$ cat src/rtl/alu_pkg.sv
// Shared constants and types for the ALU operation issuer.
// Holds the 4-bit AluOp encoding, the RV32I opcode/funct7 constants,
// the issuer state enum and a funct3-to-AluOp helper.
package alu_pkg;

  localparam int unsigned ALU_OP_W = 4;
  localparam int unsigned INSTR_W  = 32;

  localparam logic [ALU_OP_W-1:0] ALU_ADD  = 4'b0000;
  localparam logic [ALU_OP_W-1:0] ALU_SUB  = 4'b1000;
  localparam logic [ALU_OP_W-1:0] ALU_SLL  = 4'b0001;
  localparam logic [ALU_OP_W-1:0] ALU_SLT  = 4'b0010;
  localparam logic [ALU_OP_W-1:0] ALU_SLTU = 4'b0011;
  localparam logic [ALU_OP_W-1:0] ALU_XOR  = 4'b0100;
  localparam logic [ALU_OP_W-1:0] ALU_SRL  = 4'b0101;
  localparam logic [ALU_OP_W-1:0] ALU_SRA  = 4'b1101;
  localparam logic [ALU_OP_W-1:0] ALU_OR   = 4'b0110;
  localparam logic [ALU_OP_W-1:0] ALU_AND  = 4'b0111;

  localparam logic [6:0] OPC_OP     = 7'b0110011;
  localparam logic [6:0] OPC_OP_IMM = 7'b0010011;

  localparam logic [6:0] F7_BASE = 7'b0000000;
  localparam logic [6:0] F7_ALT  = 7'b0100000;

  typedef enum logic [1:0] {
    ST_IDLE = 2'd0,
    ST_EXEC = 2'd1,
    ST_DONE = 2'd2
  } issue_state_e;

  // Default (funct7 = 0000000) mapping of funct3 to AluOp.
  function automatic logic [ALU_OP_W-1:0] base_op(input logic [2:0] funct3);
    case (funct3)
      3'b000:  base_op = ALU_ADD;
      3'b001:  base_op = ALU_SLL;
      3'b010:  base_op = ALU_SLT;
      3'b011:  base_op = ALU_SLTU;
      3'b100:  base_op = ALU_XOR;
      3'b101:  base_op = ALU_SRL;
      3'b110:  base_op = ALU_OR;
      default: base_op = ALU_AND;
    endcase
  endfunction

endpackage

$ cat src/rtl/alu_op_decode.sv
// Combinational RV32I OP / OP-IMM decoder.
// Ports: instr (in) -> alu_op, use_imm, imm32, illegal (out).
module alu_op_decode
  import alu_pkg::*;
(
  input  logic [INSTR_W-1:0]  instr,
  output logic [ALU_OP_W-1:0] alu_op,
  output logic                use_imm,
  output logic [31:0]         imm32,
  output logic                illegal
);

  logic [6:0] opcode;
  logic [2:0] funct3;
  logic [6:0] funct7;
  logic       unused_fields;

  assign opcode = instr[6:0];
  assign funct3 = instr[14:12];
  assign funct7 = instr[31:25];
  // Register indices are not needed for decode.
  assign unused_fields = ^{instr[19:15], instr[11:7]};

  // Opcode/funct decode; shift-immediates use the zero-extended shamt.
  always_comb begin
    alu_op  = ALU_ADD;
    use_imm = 1'b0;
    imm32   = {{20{instr[31]}}, instr[31:20]};
    illegal = 1'b0;
    case (opcode)
      OPC_OP: begin
        if (funct7 == F7_BASE) begin
          alu_op = base_op(funct3);
        end else if (funct7 == F7_ALT && funct3 == 3'b000) begin
          alu_op = ALU_SUB;
        end else if (funct7 == F7_ALT && funct3 == 3'b101) begin
          alu_op = ALU_SRA;
        end else begin
          illegal = 1'b1;
        end
      end
      OPC_OP_IMM: begin
        use_imm = 1'b1;
        alu_op  = base_op(funct3);
        if (funct3 == 3'b001) begin
          imm32   = {27'd0, instr[24:20]};
          illegal = (funct7 != F7_BASE);
        end else if (funct3 == 3'b101) begin
          imm32 = {27'd0, instr[24:20]};
          if (funct7 == F7_ALT) begin
            alu_op = ALU_SRA;
          end else if (funct7 != F7_BASE) begin
            illegal = 1'b1;
          end
        end
      end
      default: illegal = 1'b1;
    endcase
  end

endmodule

$ cat src/rtl/alu_op_issuer.sv
// Multicycle issuer in front of the combinational ALU.
// Accepts an instruction + operands (in_valid/in_ready), drives alu_a/alu_b/
// alu_op from registers for one EXEC cycle, captures alu_s and returns it with
// rd and an illegal flag (out_valid/out_ready).
// Ports: clk, rst (async, active-high); in_valid, in_ready, instr, rs1_data,
// rs2_data; alu_a, alu_b, alu_op, alu_s; out_valid, out_ready, out_result,
// out_rd, out_illegal.
// Option: ALU_ISSUE_BACK2BACK_EN lets DONE accept the next instruction on the
// same edge the result handshakes.
module alu_op_issuer
  import alu_pkg::*;
#(
  parameter int unsigned      XLEN           = 32,
  parameter logic [XLEN-1:0]  ILLEGAL_RESULT = '0
) (
  input  logic                clk,
  input  logic                rst,
  input  logic                in_valid,
  output logic                in_ready,
  input  logic [INSTR_W-1:0]  instr,
  input  logic [XLEN-1:0]     rs1_data,
  input  logic [XLEN-1:0]     rs2_data,
  output logic [XLEN-1:0]     alu_a,
  output logic [XLEN-1:0]     alu_b,
  output logic [ALU_OP_W-1:0] alu_op,
  input  logic [XLEN-1:0]     alu_s,
  output logic                out_valid,
  input  logic                out_ready,
  output logic [XLEN-1:0]     out_result,
  output logic [4:0]          out_rd,
  output logic                out_illegal
);

  issue_state_e state_q, state_d;

  logic [XLEN-1:0]     alu_a_q, alu_a_d;
  logic [XLEN-1:0]     alu_b_q, alu_b_d;
  logic [ALU_OP_W-1:0] alu_op_q, alu_op_d;
  logic [XLEN-1:0]     out_result_q, out_result_d;
  logic [4:0]          out_rd_q, out_rd_d;
  logic                out_illegal_q, out_illegal_d;

  logic [ALU_OP_W-1:0] dec_op;
  logic                dec_use_imm;
  logic [31:0]         dec_imm;
  logic                dec_illegal;
  logic                accept_c;

  alu_op_decode u_decode (
    .instr   (instr),
    .alu_op  (dec_op),
    .use_imm (dec_use_imm),
    .imm32   (dec_imm),
    .illegal (dec_illegal)
  );

  // State register.
  always_ff @(posedge clk or posedge rst) begin
    if (rst) state_q <= ST_IDLE;
    else     state_q <= state_d;
  end

  // Next state; an accept overrides the default progression.
  always_comb begin
    state_d = state_q;
    case (state_q)
      ST_IDLE: state_d = ST_IDLE;
      ST_EXEC: state_d = ST_DONE;
      ST_DONE: if (out_ready) state_d = ST_IDLE;
      default: state_d = ST_IDLE;
    endcase
    if (accept_c) state_d = dec_illegal ? ST_DONE : ST_EXEC;
  end

  // Handshake outputs decoded from state.
  always_comb begin
    in_ready  = (state_q == ST_IDLE);
`ifdef ALU_ISSUE_BACK2BACK_EN
    in_ready  = in_ready || (state_q == ST_DONE && out_ready);
`endif
    out_valid = (state_q == ST_DONE);
    accept_c  = in_valid && in_ready;
  end

  // Datapath next values: operands at accept, ALU result at the EXEC edge.
  // An illegal instruction leaves the ALU operand registers untouched.
  always_comb begin
    alu_a_d       = alu_a_q;
    alu_b_d       = alu_b_q;
    alu_op_d      = alu_op_q;
    out_result_d  = out_result_q;
    out_rd_d      = out_rd_q;
    out_illegal_d = out_illegal_q;
    if (accept_c) begin
      out_rd_d      = instr[11:7];
      out_illegal_d = dec_illegal;
      if (dec_illegal) begin
        out_result_d = ILLEGAL_RESULT;
      end else begin
        alu_a_d  = rs1_data;
        alu_b_d  = dec_use_imm ? XLEN'(dec_imm) : rs2_data;
        alu_op_d = dec_op;
      end
    end
    if (state_q == ST_EXEC) out_result_d = alu_s;
  end

  // Datapath registers.
  always_ff @(posedge clk or posedge rst) begin
    if (rst) begin
      alu_a_q       <= '0;
      alu_b_q       <= '0;
      alu_op_q      <= ALU_ADD;
      out_result_q  <= '0;
      out_rd_q      <= '0;
      out_illegal_q <= 1'b0;
    end else begin
      alu_a_q       <= alu_a_d;
      alu_b_q       <= alu_b_d;
      alu_op_q      <= alu_op_d;
      out_result_q  <= out_result_d;
      out_rd_q      <= out_rd_d;
      out_illegal_q <= out_illegal_d;
    end
  end

  assign alu_a       = alu_a_q;
  assign alu_b       = alu_b_q;
  assign alu_op      = alu_op_q;
  assign out_result  = out_result_q;
  assign out_rd      = out_rd_q;
  assign out_illegal = out_illegal_q;

endmodule

$ cat config.mk
export PLATFORM = sky130hd
export DESIGN_NAME = alu_op_issuer
export DESIGN_NICKNAME = d
export VERILOG_FILES = /design/src/rtl/alu_pkg.sv /design/src/rtl/alu_op_decode.sv /design/src/rtl/alu_op_issuer.sv
export SDC_FILE = /design/constraint.sdc
export NUM_CORES = 1
export LEC_CHECK = 0
export ABC_AREA = 1
export CAP_MARGIN = 10
export CORE_ASPECT_RATIO = 1.4
export CORE_MARGIN = 2
export CORE_UTILIZATION = 39
export CTS_BUF_LIST = sky130_fd_sc_hd__clkbuf_8
export CTS_CLUSTER_SIZE = 25
export DETAILED_ROUTE_END_ITERATION = 8
export PLACE_DENSITY = 0.91
export REMOVE_ABC_BUFFERS = 1
export SLEW_MARGIN = 20
export SYNTH_ARGS = -nofsm -noshare
export SYNTH_HDL_FRONTEND = slang
export SYNTH_SLANG_ARGS = --single-unit
$ cat constraint.sdc
create_clock -name clk -period 8.7 [get_ports clk]
set_input_delay 1.305 -clock clk [delete_from_list [all_inputs] [get_ports clk]]
set_output_delay 1.305 -clock clk [all_outputs]
set_load 0.02 [all_outputs]
After elaboration in Yosys (flattened, before gate mapping)
Index checks and enable logic that the tools add are counted.

word-level totals
  bits of input ports = 132
  bits in registers = 108
  word-level logic and storage cells = 59
  output and inout bits = 108

cells by class
  bitwise logic cells = 1
  reduce and logical (&&, ||, !) cells = 11
  mux-type cells = 28
  equality and inequality tests = 12

operators with widths
  cell                                                                     count
  32-bit 2-to-1 mux                                                        7
  4-bit 2-to-1 mux                                                         6
  3-bit one-hot mux with 7 select lines                                    1
  7-bit by 6-bit equality test with 1-bit output, second input constant    2
  3-bit equality test, second input constant                               3
  1-bit 2-to-1 mux                                                         8
  4-bit one-hot mux with 2 select lines                                    1
  7-bit by 5-bit equality test with 1-bit output, second input constant    1
  7-bit zero test                                                          1
  7-bit nonzero test                                                       1
  3-bit by 2-bit equality test with 1-bit output, second input constant    2
  2-bit 2-to-1 mux                                                         3
  2-bit one-hot mux with 2 select lines                                    1
  2-bit AND reduction                                                      2
  2-bit nonzero test                                                       2
  3-bit by 1-bit equality test with 1-bit output, second input constant    1
  1-bit logical AND                                                        3
  3-bit zero test                                                          1
  3-bit by 1-bit inequality test with 1-bit output, second input constant  1
  2-bit by 1-bit equality test with 1-bit output, second input constant    1
  2-bit equality test, second input constant                               1
  2-bit zero test                                                          1
  1-bit one-hot mux with 2 select lines                                    1
  1-bit NOT                                                                1

Depth between registers and ports, before layout
  depth in word-level cells = 9
  depth in mapped cells = 12
  mapped depth without buffers = 10

Cells and area by module
A second synthesis with hierarchy kept.

second synthesis, totals
  cells, all modules = 655
  area total of the unflattened synthesis = 5048.6 µm²

by module, submodules not included
  module         times used  sequential area each (µm²)  area an instance (µm²)  cells an instance
  alu_op_issuer  1           2702.6                      4529.3                  565
  alu_op_decode  1           0.0                         519.2                   90

Worst setup path before layout
Ideal clock, no wire load.

  path type = in2reg
  start = in instr[2]
  end = reg alu_op_q[3], in the netlist alu_op[3]
  stages = 12
  data required time = 8.583 ns
  arrival time = 2.349 ns
  setup slack = 6.235 ns
  path through = inv_1 > nand2_1 > nor2_1 > nand2_1 > nor2_1 > nand3_1 > nand4_4 > inv_2 > buf_6 > buf_6 > nand2_1 > nand2_1

on the way
  cells in the longest elaborated chain, start to end = 4
  elaborated cells on any way between the ends = 6
  those cells by class = eq/ne: 2; mux: 2; bitwise: 1; reduce/logical: 1

RTL lines
  what                                                                                                              line                  RTL
  start, declared                                                                                                   alu_op_issuer.sv:20   input logic [INSTR_W-1:0] instr,
  7-bit by 5-bit equality test with 1-bit output or 7-bit by 6-bit equality test with 1-bit output (tied branches)  alu_op_decode.sv:30   case (opcode)
  1-bit one-hot mux with 2 select lines                                                                             alu_op_decode.sv:30
  1-bit NOT (no source line)                                                                                        n/a
  2-bit AND reduction (no source line)                                                                              n/a
  end signal, assigned                                                                                              alu_op_issuer.sv:120  alu_op_q <= alu_op_d;
  end, declared                                                                                                     alu_op_issuer.sv:38   logic [ALU_OP_W-1:0] alu_op_q, alu_op_d;

Parallel ways exist; a longest one is shown, timed or not.
A chain may end at the register's enable or synchronous reset.

Worst setup path after layout
  start = in instr[5]
  end = reg alu_a_q[24], in the netlist alu_a[24]

on the way
  cells in the longest elaborated chain, start to end = 4
  elaborated cells on any way between the ends = 5
  those cells by class = eq/ne: 2; mux: 1; bitwise: 1; reduce/logical: 1

RTL lines
  what                                                                                                              line                  RTL
  7-bit by 5-bit equality test with 1-bit output or 7-bit by 6-bit equality test with 1-bit output (tied branches)  alu_op_decode.sv:30
  1-bit one-hot mux with 2 select lines (*)                                                                         alu_op_decode.sv:30
  1-bit NOT (no source line) (*)                                                                                    n/a
  2-bit AND reduction (no source line) (*)                                                                          n/a
  end signal, assigned                                                                                              alu_op_issuer.sv:118  alu_a_q <= alu_a_d;
  end, declared                                                                                                     alu_op_issuer.sv:36   logic [XLEN-1:0] alu_a_q, alu_a_d;

Mark *: on every way between the ends. The rest lies on a longest branch, timed or not.

==> reports/results.ini <==
[run_status]
status = complete, no violations

[synth]
synth_area_leaders = dfrtp_1 58%, nand2_1 30%, nand3_1 4.0%, clkbuf_1 1.1%, inv_1 1.1%
yosysSeqAreaShare_pct = 58.1
syn-cell-area_mm2 = 0.00465
synth_top_cell_by_area = dfrtp_1
ys.warnings.count = 0
ys_types = 16
synth.avg_cell_area_um2 = 7.88
yosysTopAreaCellShare_pct = 58.1
synth-seq-cells = 108
netlist_instances = 590

[clock_network]
ctsHoldBuffers = 0
cts_sinks = 108
cts-root-buf = clkbuf_8
cts_setup_buffers = 0
cts_resized = 0
cts_max_level = 3
ctsLongestPathBuffers = 2
clk_latency_ns = 0.36
numCtsBuffers = 9
cts_tree = yes
clk_pin_slew_ns = 0.11

[routing]
drt-initial-drc-count = 195
vias = 4541
drt-vias-per-instance = 4.72
remaining_drc_errors = 0
first_pass_iters = 4
drtAntennaViolNets = 0
drt_wl_total_um = 13300
wl_per_cell_um = 13.8

[finish]
nNetsFinal = 942
drive_gt1_share_pct = 3.19
antenna_cells = 0
areaGrowthSynthToFinish_pct = 56.3

[floorplan]
start_util_pct = 39.6
die_width_um = 96.3
rows = 47
core_area_mm2 = 0.0118
die_h_um = 133
die-area_mm2 = 0.0128
io_pins = 240

[worst_setup_path]
critPathArrivalTime_ns = 3.93
path_class = in2reg
path_max_fanout = 67
slowest_stage = inv_4
r2r_setup_slack_ns = 6.33
reg2reg_depth = 7
path_buf_inv = 4
reg2reg_to = alu_a[24]
crit_family = buffers and inverters
slowest_delay_ns = 0.67
start_kind = input pin
crit_chain = clkdlybuf4s50_1, inv_1, nand2_1, nor2_1, nand2_1, buf_4, nor2_1, nand3_1, nand4_4, inv_4, nand2_1, nand2_1
cp-end-kind = register
required_ns = 9.00
reg2reg_from = state_q[1]
path_common_cell = nand2_1

[timing]
worst_slew_pin_slew_ns = 1.08
setup-violations-final = 0
relSlewSlack_pct = 28.0
fin_crit_ns = 3.62
fmax_mhz = 276
fin_crit_sh_pct = 41.7
tns_ns = 0
rsz0062_at_grt = false
skew_ns = 0.0108
slew_violations = 0
finalWorstSetupSlack_ns = 5.08
finalHoldViolCount = 0

[power_and_ir_drop]
p_int_mw = 0.820
powerDensity_mw_per_mm2 = 158
leakagePower_nw = 3.78
swShare_pct = 28.5
ir_worst_vdd_v = 0.0000901
seqPwrFrac_pct = 49.2
power.switching_mw = 0.327
pwr-share-clk_pct = 27.0
power_mw = 1.15
p_comb_share_pct = 23.8

[global_routing]
antenna_found_initial = 0
grt_usage_pct = 20.9
grt_pass1_vias = 4424
grt_max_degree = 72
gr-total-overflow = 0
grt_pass1_wl_um = 21200

[place]
place_ws_ns = 3.91
portBuffers = 234
globalplace.congestion = 0.818
dpl.hpwl_um = 9580

[worst_hold_path]
min_path_cells = 2
holdPathEnd = alu_a[1]
hp-class = reg2reg
min_from = alu_a[1]

[job]
drv_cap = 0

==> worst register-to-register path, delay by kind of cell (launching register included) <==
kind | cells | cell delay, ns
flip-flops | 1 | 0.42
buffers and inverters | 2 | 0.86
AND/OR/NAND/NOR | 5 | 1.05
==> power groups by stage <==
stage                     combinational [mW]  sequential [mW]  clock (mW)
after floorplan                       0.0596            0.624           0
after global placement                 0.270            0.572           0
after detailed placement               0.275            0.575           0
after CTS                              0.276            0.565       0.321
after global routing                   0.297            0.570       0.339
final                                  0.273            0.564       0.310
==> per-stage QoR <==
stage               utilization, %  area, um^2  std cells  hold slack [ns]
floorplan                        -        4500        561            0.549
global placement              59.9        7050        945            0.460
detailed placement            60.0        7050        945            0.464
CTS                           61.6        7250        961            0.489
global route                  61.8        7270        962            0.505
finish                        61.8        7270        962            0.484
==> flip-flops by register name (all words and copies together) (netlist names) <==
name,count
state_q,2
out_illegal,1
out_rd,5
alu_b,32
alu_op,4
alu_a,32
out_result,32
==> cells in the final DEF, fill, tap and decap left out <==
cell | synthesis | final
nand2_1 | 375 | 375
clkdlybuf4s50_1 | 0 | 234
dfrtp_1 | 108 | 108
nand3_1 | 37 | 37
inv_1 | 14 | 14
nor2_1 | 10 | 9
clkbuf_8 | 0 | 9
o21ai_0 | 8 | 8
nor2_2 | 2 | 3
o211ai_1 | 3 | 3
buf_4 | 3 | 3
inv_4 | 0 | 2
inv_6 | 0 | 2
clkinv_4 | 0 | 2
inv_2 | 2 | 1
nand4_4 | 1 | 1
o22ai_1 | 1 | 1
bufinv_16 | 0 | 1
clkinv_2 | 0 | 1
buf_12 | 0 | 1
==> logic make-up (layout without fill, tap and decap cells) <==
kind of cell	after synthesis	count (layout)	share of synthesized area (%)
AND/OR/NAND/NOR	425	425	35.8
flip-flops	108	108	58.1
buffers and inverters	45	270	4.65
AO/OA/AOI/OAI	12	12	1.48
==> cell usage after synthesis, drive strengths merged <==
| cell | count |
|---|---|
| buf | 15 |
| clkbuf | 14 |
| dfrtp | 108 |
| inv | 16 |
| nand2 | 375 |
| nand3 | 37 |
| nand4 | 1 |
| nor2 | 12 |
| o211ai | 3 |
| o21ai | 8 |
| o22ai | 1 |
==> metal layers <==
metal	vias up	wire length [um]	GRT usage (%)
met2	175	6930	36.5
li1	2243	-	-
met4	0	281	6.65
met3	21	1120	6.45
met5	-	0	0
met1	2102	4980	23.9
==> how the worst max path moves through the flow <==
stage                        start  slack, ns  depth (start not counted)         to
after floorplan                rst       4.55                          1   alu_a[0]
after global placement    instr[5]       3.62                         12  alu_b[31]
after detailed placement  instr[3]       3.91                         12  alu_a[24]
after CTS                 instr[5]       4.31                         12  alu_a[24]
after global routing      instr[5]       4.78                         12   alu_a[9]
final                     instr[5]       5.08                         12  alu_a[24]
==> cell type report <==
type / instances / area (um^2)
Multi-Input combinational cell: 437 / 1740
Tap cell: 147 / 184
Clock buffer: 9 / 124
Timing Repair Buffer: 238 / 2380
Sequential cell: 108 / 2700
Clock inverter: 7 / 73.8
Inverter: 16 / 65.1
Fill cell: 968 / 4490
(Power assumes the default switching activity.)
